`config.mk`:
```
export PLATFORM = sky130hd
export DESIGN_NAME = clamp_spos_stream
export DESIGN_NICKNAME = d
export VERILOG_FILES = /design/src/rtl/clamp_spos_stream.sv
export SDC_FILE = /design/constraint.sdc
export NUM_CORES = 1
export LEC_CHECK = 0
export CORE_MARGIN = 2
export CORE_UTILIZATION = 46
export DETAILED_ROUTE_END_ITERATION = 10
export GPL_ROUTABILITY_DRIVEN = 0
export PLACE_DENSITY = 0.8
export SYNTH_ARGS = -nofsm -noshare
export SYNTH_HDL_FRONTEND = slang
export SYNTH_SLANG_ARGS = --single-unit
export TNS_END_PERCENT = 100
```
`constraint.sdc`:
```
create_clock -name clk -period 2.2 [get_ports clk]
set_input_delay 0.55 -clock clk [delete_from_list [all_inputs] [get_ports clk]]
set_output_delay 0.55 -clock clk [all_outputs]
set_load 0.02 [all_outputs]
```
`src/rtl/clamp_spos_stream.sv`:
```
// rtl/clamp_spos_stream.sv - two-stage signed-to-unsigned clamp/wrap stream with saturation counter
module clamp_spos_stream #(
  parameter int INW  = 16,
  parameter int OUTW = 8,
  parameter int NCH  = 3,
  parameter int CNTW = 16
) (
  input  logic                 clk,
  input  logic                 i_rst,
  input  logic                 i_valid,
  output logic                 o_ready,
  input  logic [NCH*INW-1:0]   i_data,
  input  logic                 i_wrap,
  output logic                 o_valid,
  input  logic                 i_ready,
  output logic [NCH*OUTW-1:0]  o_data,
  output logic [NCH-1:0]       o_satMask,
  input  logic                 i_clrCnt,
  output logic [CNTW-1:0]      o_satCnt,
  output logic                 o_satSticky
);

  // Stage 1: raw low bits plus the two range indicators per channel.
  logic                s1_valid_q;
  logic                s1_wrap_q;
  logic [NCH*OUTW-1:0] s1_raw_q;
  logic [NCH-1:0]      s1_neg_q;
  logic [NCH-1:0]      s1_ovf_q;

  logic [NCH*OUTW-1:0] s1_raw_d;
  logic [NCH-1:0]      s1_neg_d;
  logic [NCH-1:0]      s1_ovf_d;

  // Stage 2: final per-channel result and modified-mask, driven straight to the outputs.
  logic                s2_valid_q;
  logic [NCH*OUTW-1:0] s2_data_q;
  logic [NCH-1:0]      s2_mask_q;

  logic [NCH*OUTW-1:0] s2_data_d;
  logic [NCH-1:0]      s2_mask_d;

  logic [CNTW-1:0]     cnt_q, cnt_d;
  logic                sticky_q, sticky_d;

  logic                adv;
  logic                sat_xfer;

  // Both stages move together whenever the output slot is free or being drained.
  assign adv     = !s2_valid_q || i_ready;
  assign o_ready = adv;

  genvar k;
  generate
    for (k = 0; k < NCH; k++) begin : g_ch
      assign s1_raw_d[k*OUTW +: OUTW] = i_data[k*INW +: OUTW];
      assign s1_neg_d[k]              = i_data[k*INW + INW - 1];

      // Any set magnitude bit above the output field means a positive value is too large.
      if (INW - 1 > OUTW) begin : g_ovf
        assign s1_ovf_d[k] = |i_data[k*INW + OUTW +: INW - 1 - OUTW];
      end else begin : g_no_ovf
        assign s1_ovf_d[k] = 1'b0;
      end

      // Negative or oversized inputs are out of range whichever mode the beat uses.
      assign s2_mask_d[k] = s1_neg_q[k] | s1_ovf_q[k];

      assign s2_data_d[k*OUTW +: OUTW] =
          s1_wrap_q   ? s1_raw_q[k*OUTW +: OUTW] :
          s1_neg_q[k] ? {OUTW{1'b0}} :
          s1_ovf_q[k] ? {OUTW{1'b1}} :
                        s1_raw_q[k*OUTW +: OUTW];
    end
  endgenerate

  // Pipeline registers: reset empties the pipe, a stall freezes both stages.
  always_ff @(posedge clk) begin
    if (i_rst) begin
      s1_valid_q <= 1'b0;
      s1_wrap_q  <= 1'b0;
      s1_raw_q   <= '0;
      s1_neg_q   <= '0;
      s1_ovf_q   <= '0;
      s2_valid_q <= 1'b0;
      s2_data_q  <= '0;
      s2_mask_q  <= '0;
    end else if (adv) begin
      s1_valid_q <= i_valid;
      s1_wrap_q  <= i_wrap;
      s1_raw_q   <= s1_raw_d;
      s1_neg_q   <= s1_neg_d;
      s1_ovf_q   <= s1_ovf_d;
      s2_valid_q <= s1_valid_q;
      s2_data_q  <= s2_data_d;
      s2_mask_q  <= s2_mask_d;
    end
  end

  assign o_valid   = s2_valid_q;
  assign o_data    = s2_data_q;
  assign o_satMask = s2_mask_q;

  assign sat_xfer = s2_valid_q && i_ready && (|s2_mask_q);

  // Counter next state: clear first, then a coinciding saturated transfer still counts once.
  always_comb begin
    cnt_d    = cnt_q;
    sticky_d = sticky_q;
    if (i_clrCnt) begin
      cnt_d    = '0;
      sticky_d = 1'b0;
    end
    if (sat_xfer) begin
      sticky_d = 1'b1;
      if (i_clrCnt) begin
        cnt_d = CNTW'(1);
      end else if (cnt_q != {CNTW{1'b1}}) begin
        cnt_d = cnt_q + CNTW'(1);
      end
    end
  end

  // Saturation counter and sticky flag registers.
  always_ff @(posedge clk) begin
    if (i_rst) begin
      cnt_q    <= '0;
      sticky_q <= 1'b0;
    end else begin
      cnt_q    <= cnt_d;
      sticky_q <= sticky_d;
    end
  end

  assign o_satCnt    = cnt_q;
  assign o_satSticky = sticky_q;

endmodule
```
; ---- After elaboration in Yosys (flattened, before gate mapping)
; Index checks and enable logic that the tools add are counted.
[totals]
reg_bits = 77
output_inout_bits = 46
in_bits = 54
wordCells = 39
[classes]
muxes = 15
bitwise = 3
n_addsub = 1
eq_ne = 1
n_reduce_logical = 9
[op_table]
columns = operator, n
row1 = 8-bit 2-to-1 mux, 9
row2 = 16-bit 2-to-1 mux, 4
row3 = 7-bit OR reduction, 3
row4 = "16-bit by 1-bit adder with 16-bit output, second input constant", 1
row5 = "16-bit inequality test, second input constant", 1
row6 = 1-bit bitwise OR, 3
row7 = 3-bit OR reduction, 1
row8 = 1-bit logical AND, 2
row9 = 1-bit 2-to-1 mux, 2
row10 = 2-bit nonzero test, 1
row11 = 1-bit zero test, 1
row12 = 1-bit logical OR, 1

; ---- Longest topological paths before layout
[logic_depth]
depth_word = 4
depth_mapped = 7
mapped_depth_nobuf = 5

; ---- Worst setup path after synthesis
; No wires, ideal clock.
[synth_path]
kind = register -> register
from = register cnt_q[0], in the netlist o_satCnt[0]
to = register cnt_q[14], in the netlist o_satCnt[14]
setup_time_ps = 86
n_path_buf = 1
slack_ps = 170
required_time_ps = 2114
synth_period_minus_slack_ps = 2030
path_stages_with_launch = 7
arrival_time_ps = 1944
cell_sequence = dfxtp_1 > ha_1 > nand4_1 > or4_1 > clkbuf_1 > o21ba_2 > a211oi_1
[synth_via]
elab_chain_cells = 4
elab_cells_between_ends = 5
classes_between = add/sub: 1 / eq/ne: 1 / mux: 3
[synth_lines]
columns = element, line_no
row1 = from (decl), 42  ; logic [CNTW-1:0] cnt_q, cnt_d;
row2 = from (signal assigned), 129  ; cnt_q <= cnt_d;
row3 = 16-bit by 1-bit adder with 16-bit output or 16-bit inequality test (tied branches), "118, 117"
row4 = 16-bit 2-to-1 mux (*), 117  ; end else if (cnt_q != {CNTW{1'b1}}) begin
row5 = 16-bit 2-to-1 mux (*), 115  ; if (i_clrCnt) begin
row6 = 16-bit 2-to-1 mux (*), 113  ; if (sat_xfer) begin
; Every way passes the cells marked *; elsewhere a longest branch is shown, timed or not.
; A chain may end at the register's enable or synchronous reset.

; ---- Worst setup path in the final report
[layout_path]
from = input i_ready
to = output o_ready
[layout_via]
elab_chain_cells = 1
[layout_lines]
columns = element, line_no
row1 = from (decl), 15  ; input logic i_ready,
row2 = 1-bit logical OR, 49  ; assign adv = !s2_valid_q || i_ready;
row3 = to (decl), 11  ; output logic o_ready,
; Every way passes these cells.

==> qor.tcl <==
set qor(status) {completed}
set qor(timing.slew.headroom) 0.636
set qor(clock_tree.htree_level_count) 3
set qor(worst_pin_slew_ps) 546
set qor(ys_seq_area_frac) 0.498
set qor(total_number_of_clock_tree_sinks) 77
set qor(worst_reg_to_reg_cells) 5
set qor(vias_per_cell) 5.53
set qor(yosys.cell_types.count) 41
set qor(power-per-cell-area_nw_per_um2) 660
set qor(mappedNetlistArea_um2) 3100
set qor(hold_crit_endpoint) {s1_raw_q[12]$_SDFFE_PP0P_}
set qor(finalSetupViolations) 0
set qor(critical_path.n_buffers_inverters) 3
set qor(worstPathArrival_ps) 1460
set qor(antenna_cells_inserted) 0
set qor(finalSetupTns_ps) 0
set qor(critical_path_peak_fanout) 3
set qor(dp_hpwl_um) 5360
set qor(num_rows) 29
set qor(drcViolationCount) 0
set qor(syn_nets) 438
set qor(grt_antenna_before_repair) 0
set qor(topRoutingLayerUsed) {met4}
set qor(tritoncts) {done}
set qor(fmax_mhz) 497
set qor(crit_path_max_incr_delay_ps) 300
set qor(timing.critical_path.max_delay_family) {buffers and inverters}
set qor(post-route-period-util) 0.914
set qor(cap_viol_max_count) 0
set qor(maxSlewViolCount) 0
set qor(drt.antenna.violating_nets) 0
set qor(die_w_um) 86.1
set qor(min_period_ps) 2010
set qor(nets) 539
set qor(cts_hold_buffers) 0
set qor(die_height_um) 86.1
set qor(initial_utilization) 0.482
set qor(wl_met1_um) 3330
set qor(postSynthRegisterBits) 77
set qor(globalRouteTotalUtil) 0.214
set qor(drt-pass1-iter-count) 4
set qor(wl_met3_um) 671
set qor(floorplan.core_area_um2) 6420
set qor(post_route_cells_drive_above_1_share) 0.0777
set qor(cts.reportedPaths.clkPinSlew_ps) 80
set qor(post_drt_wl_per_cell_um) 13.7
set qor(postRouteWirelength_um) 7750
set qor(netlist_instances) 383
set qor(ir_worst_vdd_uv) 327
set qor(maximum_number_of_pins_on_one_net_before_global_route_repair) 42
set qor(first_global_vias) 2821
set qor(port-buffer-count) 99
set qor(regToRegStartpoint) {o_satCnt[1]$_SDFF_PP0_}
set qor(grt_overflow_total) 0
set qor(worst_hold_path_startpoint) {s1_raw_q[12]$_SDFFE_PP0P_}
set qor(fp.dieArea_um2) 7410
set qor(clock_path_buffers) 2
set qor(finalHoldViolations) 0
set qor(tritoncts.num_buffers) 9
set qor(power.static_leakage_nw) 1.56
set qor(io_pins) 100
set qor(min_delay_path_depth) 2
set qor(rsz0062_at_grt) {false}
set qor(fin_skew_ps) 7.71
set qor(r2r_slack_ps) 210
set qor(critPathRequiredTime_ps) 1650
set qor(cts-root-buf) {sky130_fd_sc_hd__clkbuf_8}
set qor(ys_warn_count) 0
set qor(met2_length_um) 3620
set qor(post-route-util) 0.677
set qor(critical_path.slowest_cell) {sky130_fd_sc_hd__dlygate4sd2_1}
set qor(initialDrtViolationCount) 151
set qor(r2r_end) {o_satCnt[14]$_SDFF_PP0_}
set qor(worstSetupPathType) {in2out}
set qor(clock_latency_on_the_worst_skew_pair_ps) 350
set qor(crit_path_cell_trace) {dlygate4sd2_1 > and2b_2 > inv_1 > clkdlybuf4s15_2}
set qor(final.fill_count) 529
set qor(grt_first_pass_wirelength_um) 12800
set qor(timing.critical_path.from_type) {input pin}
set qor(area_delta_synth_final_pct) 40.3
set qor(route.vias.total) 3132
set qor(synth.avg_cell_area_um2) 8.09
set qor(timing.critical_path.to_type) {output pin}
set qor(hold_path_class) {reg2reg}
[flip-flops by register name (all words and copies together), names as in the netlist]
signal       cells
o_data          24
s1_raw_q        24
o_satCnt        16
o_satMask        3
s1_neg_q         3
s1_ovf_q         3
o_satSticky      1
o_valid          1
s1_valid_q       1
s1_wrap_q        1
[power breakdown]
part           internal [W]  switching [W]  leakage [nW]  total, W
clock              0.000400       0.000523        0.0808  0.000923
combinational      0.000220       0.000202         0.841  0.000421
sequential          0.00147      0.0000487         0.636   0.00152
total               0.00209       0.000773          1.56   0.00287
[final cells by class]
type | count | area, µm² | area share
Multi-Input combinational cell | 278 | 1440 | 0.330
Clock buffer | 9 | 124 | 0.0285
Timing Repair Buffer | 112 | 1080 | 0.249
Sequential cell | 77 | 1540 | 0.355
Tap cell | 77 | 96.3 | 0.0222
Clock inverter | 7 | 42.5 | 0.00979
Inverter | 6 | 22.5 | 0.00518
[routing by layer]
layer  track usage  vias up
li1              -     1553
met1         0.268     1438
met2         0.346      128
met3        0.0568       13
met4        0.0952        0
met5             0        -
[what timing repair did]
action / in CTS / in global routing
endpoints found under the hold margin: 0 / 0
setup endpoints to repair: 1 / 0
resized for setup: 4 / 0
setup buffers: 0 / 0
[cell usage after synthesis, drive strengths merged]
| library cell | n | area share |
|---|---|---|
| o311ai | 3 | 0.014 |
| nand3 | 8 | 0.013 |
| buf | 4 | 0.010 |
| nor3 | 13 | 0.021 |
| and3 | 2 | 0.0040 |
| a221oi | 1 | 0.0028 |
| and4 | 1 | 0.0028 |
| o41ai | 1 | 0.0028 |
| o21bai | 1 | 0.0024 |
| or2 | 1 | 0.0020 |
| o21ai | 26 | 0.042 |
| mux2i | 1 | 0.0032 |
| nand3b | 1 | 0.0024 |
| o21a | 1 | 0.0024 |
| a21oi | 66 | 0.11 |
| a211oi | 2 | 0.0048 |
| o21ba | 1 | 0.0032 |
| ha | 1 | 0.0040 |
| a311o | 1 | 0.0032 |
| inv | 6 | 0.0073 |
| o31ai | 6 | 0.015 |
| nor2 | 13 | 0.016 |
| nand2b | 1 | 0.0020 |
| dfxtp | 77 | 0.50 |
| nand4 | 6 | 0.012 |
| or4 | 9 | 0.022 |
| nand2 | 92 | 0.11 |
| nor3b | 1 | 0.0024 |
| nor4 | 6 | 0.012 |
| o311a | 2 | 0.0069 |
| a311oi | 3 | 0.0085 |
| nor2b | 3 | 0.0061 |
| and2b | 1 | 0.0024 |
| clkbuf | 18 | 0.022 |
| or3 | 4 | 0.0097 |
[metrics by stage]
stage | hold slack, ps | area (µm²) | total power (W) | worst slack, ps | std cells
4_1_cts | 451 | 4350 | 0.00289 | 182 | 566
6_report | 451 | 4350 | 0.00287 | 189 | 566
2_1_floorplan | 429 | 3100 | 0.00174 | 170 | 383
3_5_place_dp | 440 | 4180 | 0.00198 | -429 | 550
3_3_place_gp | 434 | 4180 | 0.00197 | -434 | 550
5_1_grt | 463 | 4350 | 0.00299 | 60.0 | 566
[kinds of logic (layout without fill, tap and decap cells)]
family	after synthesis	after routing	synth area share
simple gates	162	162	0.242
flops	77	77	0.498
compound gates	114	114	0.214
mux	1	1	0.00323
buf+inv	28	134	0.0392
fa+ha+maj	1	1	0.00404
[worst max path at each step]
| stage | startpoint | endpoint | slack, ps | depth (start not counted) |
|---|---|---|---|---|
| CTS | i_ready | o_ready | 180 | 4 |
| detailed placement | i_ready | o_ready | -430 | 4 |
| finish | i_ready | o_ready | 190 | 4 |
| global placement | i_ready | o_ready | -430 | 4 |
| floorplan | o_satCnt[0]$_SDFF_PP0_ | o_satCnt[14]$_SDFF_PP0_ | 170 | 6 |
| global route | o_satCnt[1]$_SDFF_PP0_ | o_satCnt[0]$_SDFF_PP0_ | 60 | 5 |
[layout by cell type, fill, tap and decap left out, types with 8 or more instances in the layout]
cell / n
sky130_fd_sc_hd__o21ai_0: 26
sky130_fd_sc_hd__nor3_1: 13
sky130_fd_sc_hd__or4_1: 8
sky130_fd_sc_hd__nand3_1: 8
sky130_fd_sc_hd__dfxtp_1: 77
sky130_fd_sc_hd__a21oi_1: 66
sky130_fd_sc_hd__nor2_1: 13
sky130_fd_sc_hd__clkdlybuf4s50_1: 96
sky130_fd_sc_hd__clkbuf_8: 9
sky130_fd_sc_hd__nand2_1: 92
sky130_fd_sc_hd__buf_4: 13
[worst register-to-register path, delay by kind of cell (launching register included)]
family | cells | cell delay, ps
AND/OR/NAND/NOR | 2 | 890
AO/OA/AOI/OAI | 2 | 440
flip-flops | 1 | 400
adder cells (fa/ha/maj) | 1 | 190
Note: power is estimated with default switching activity, not from simulation.
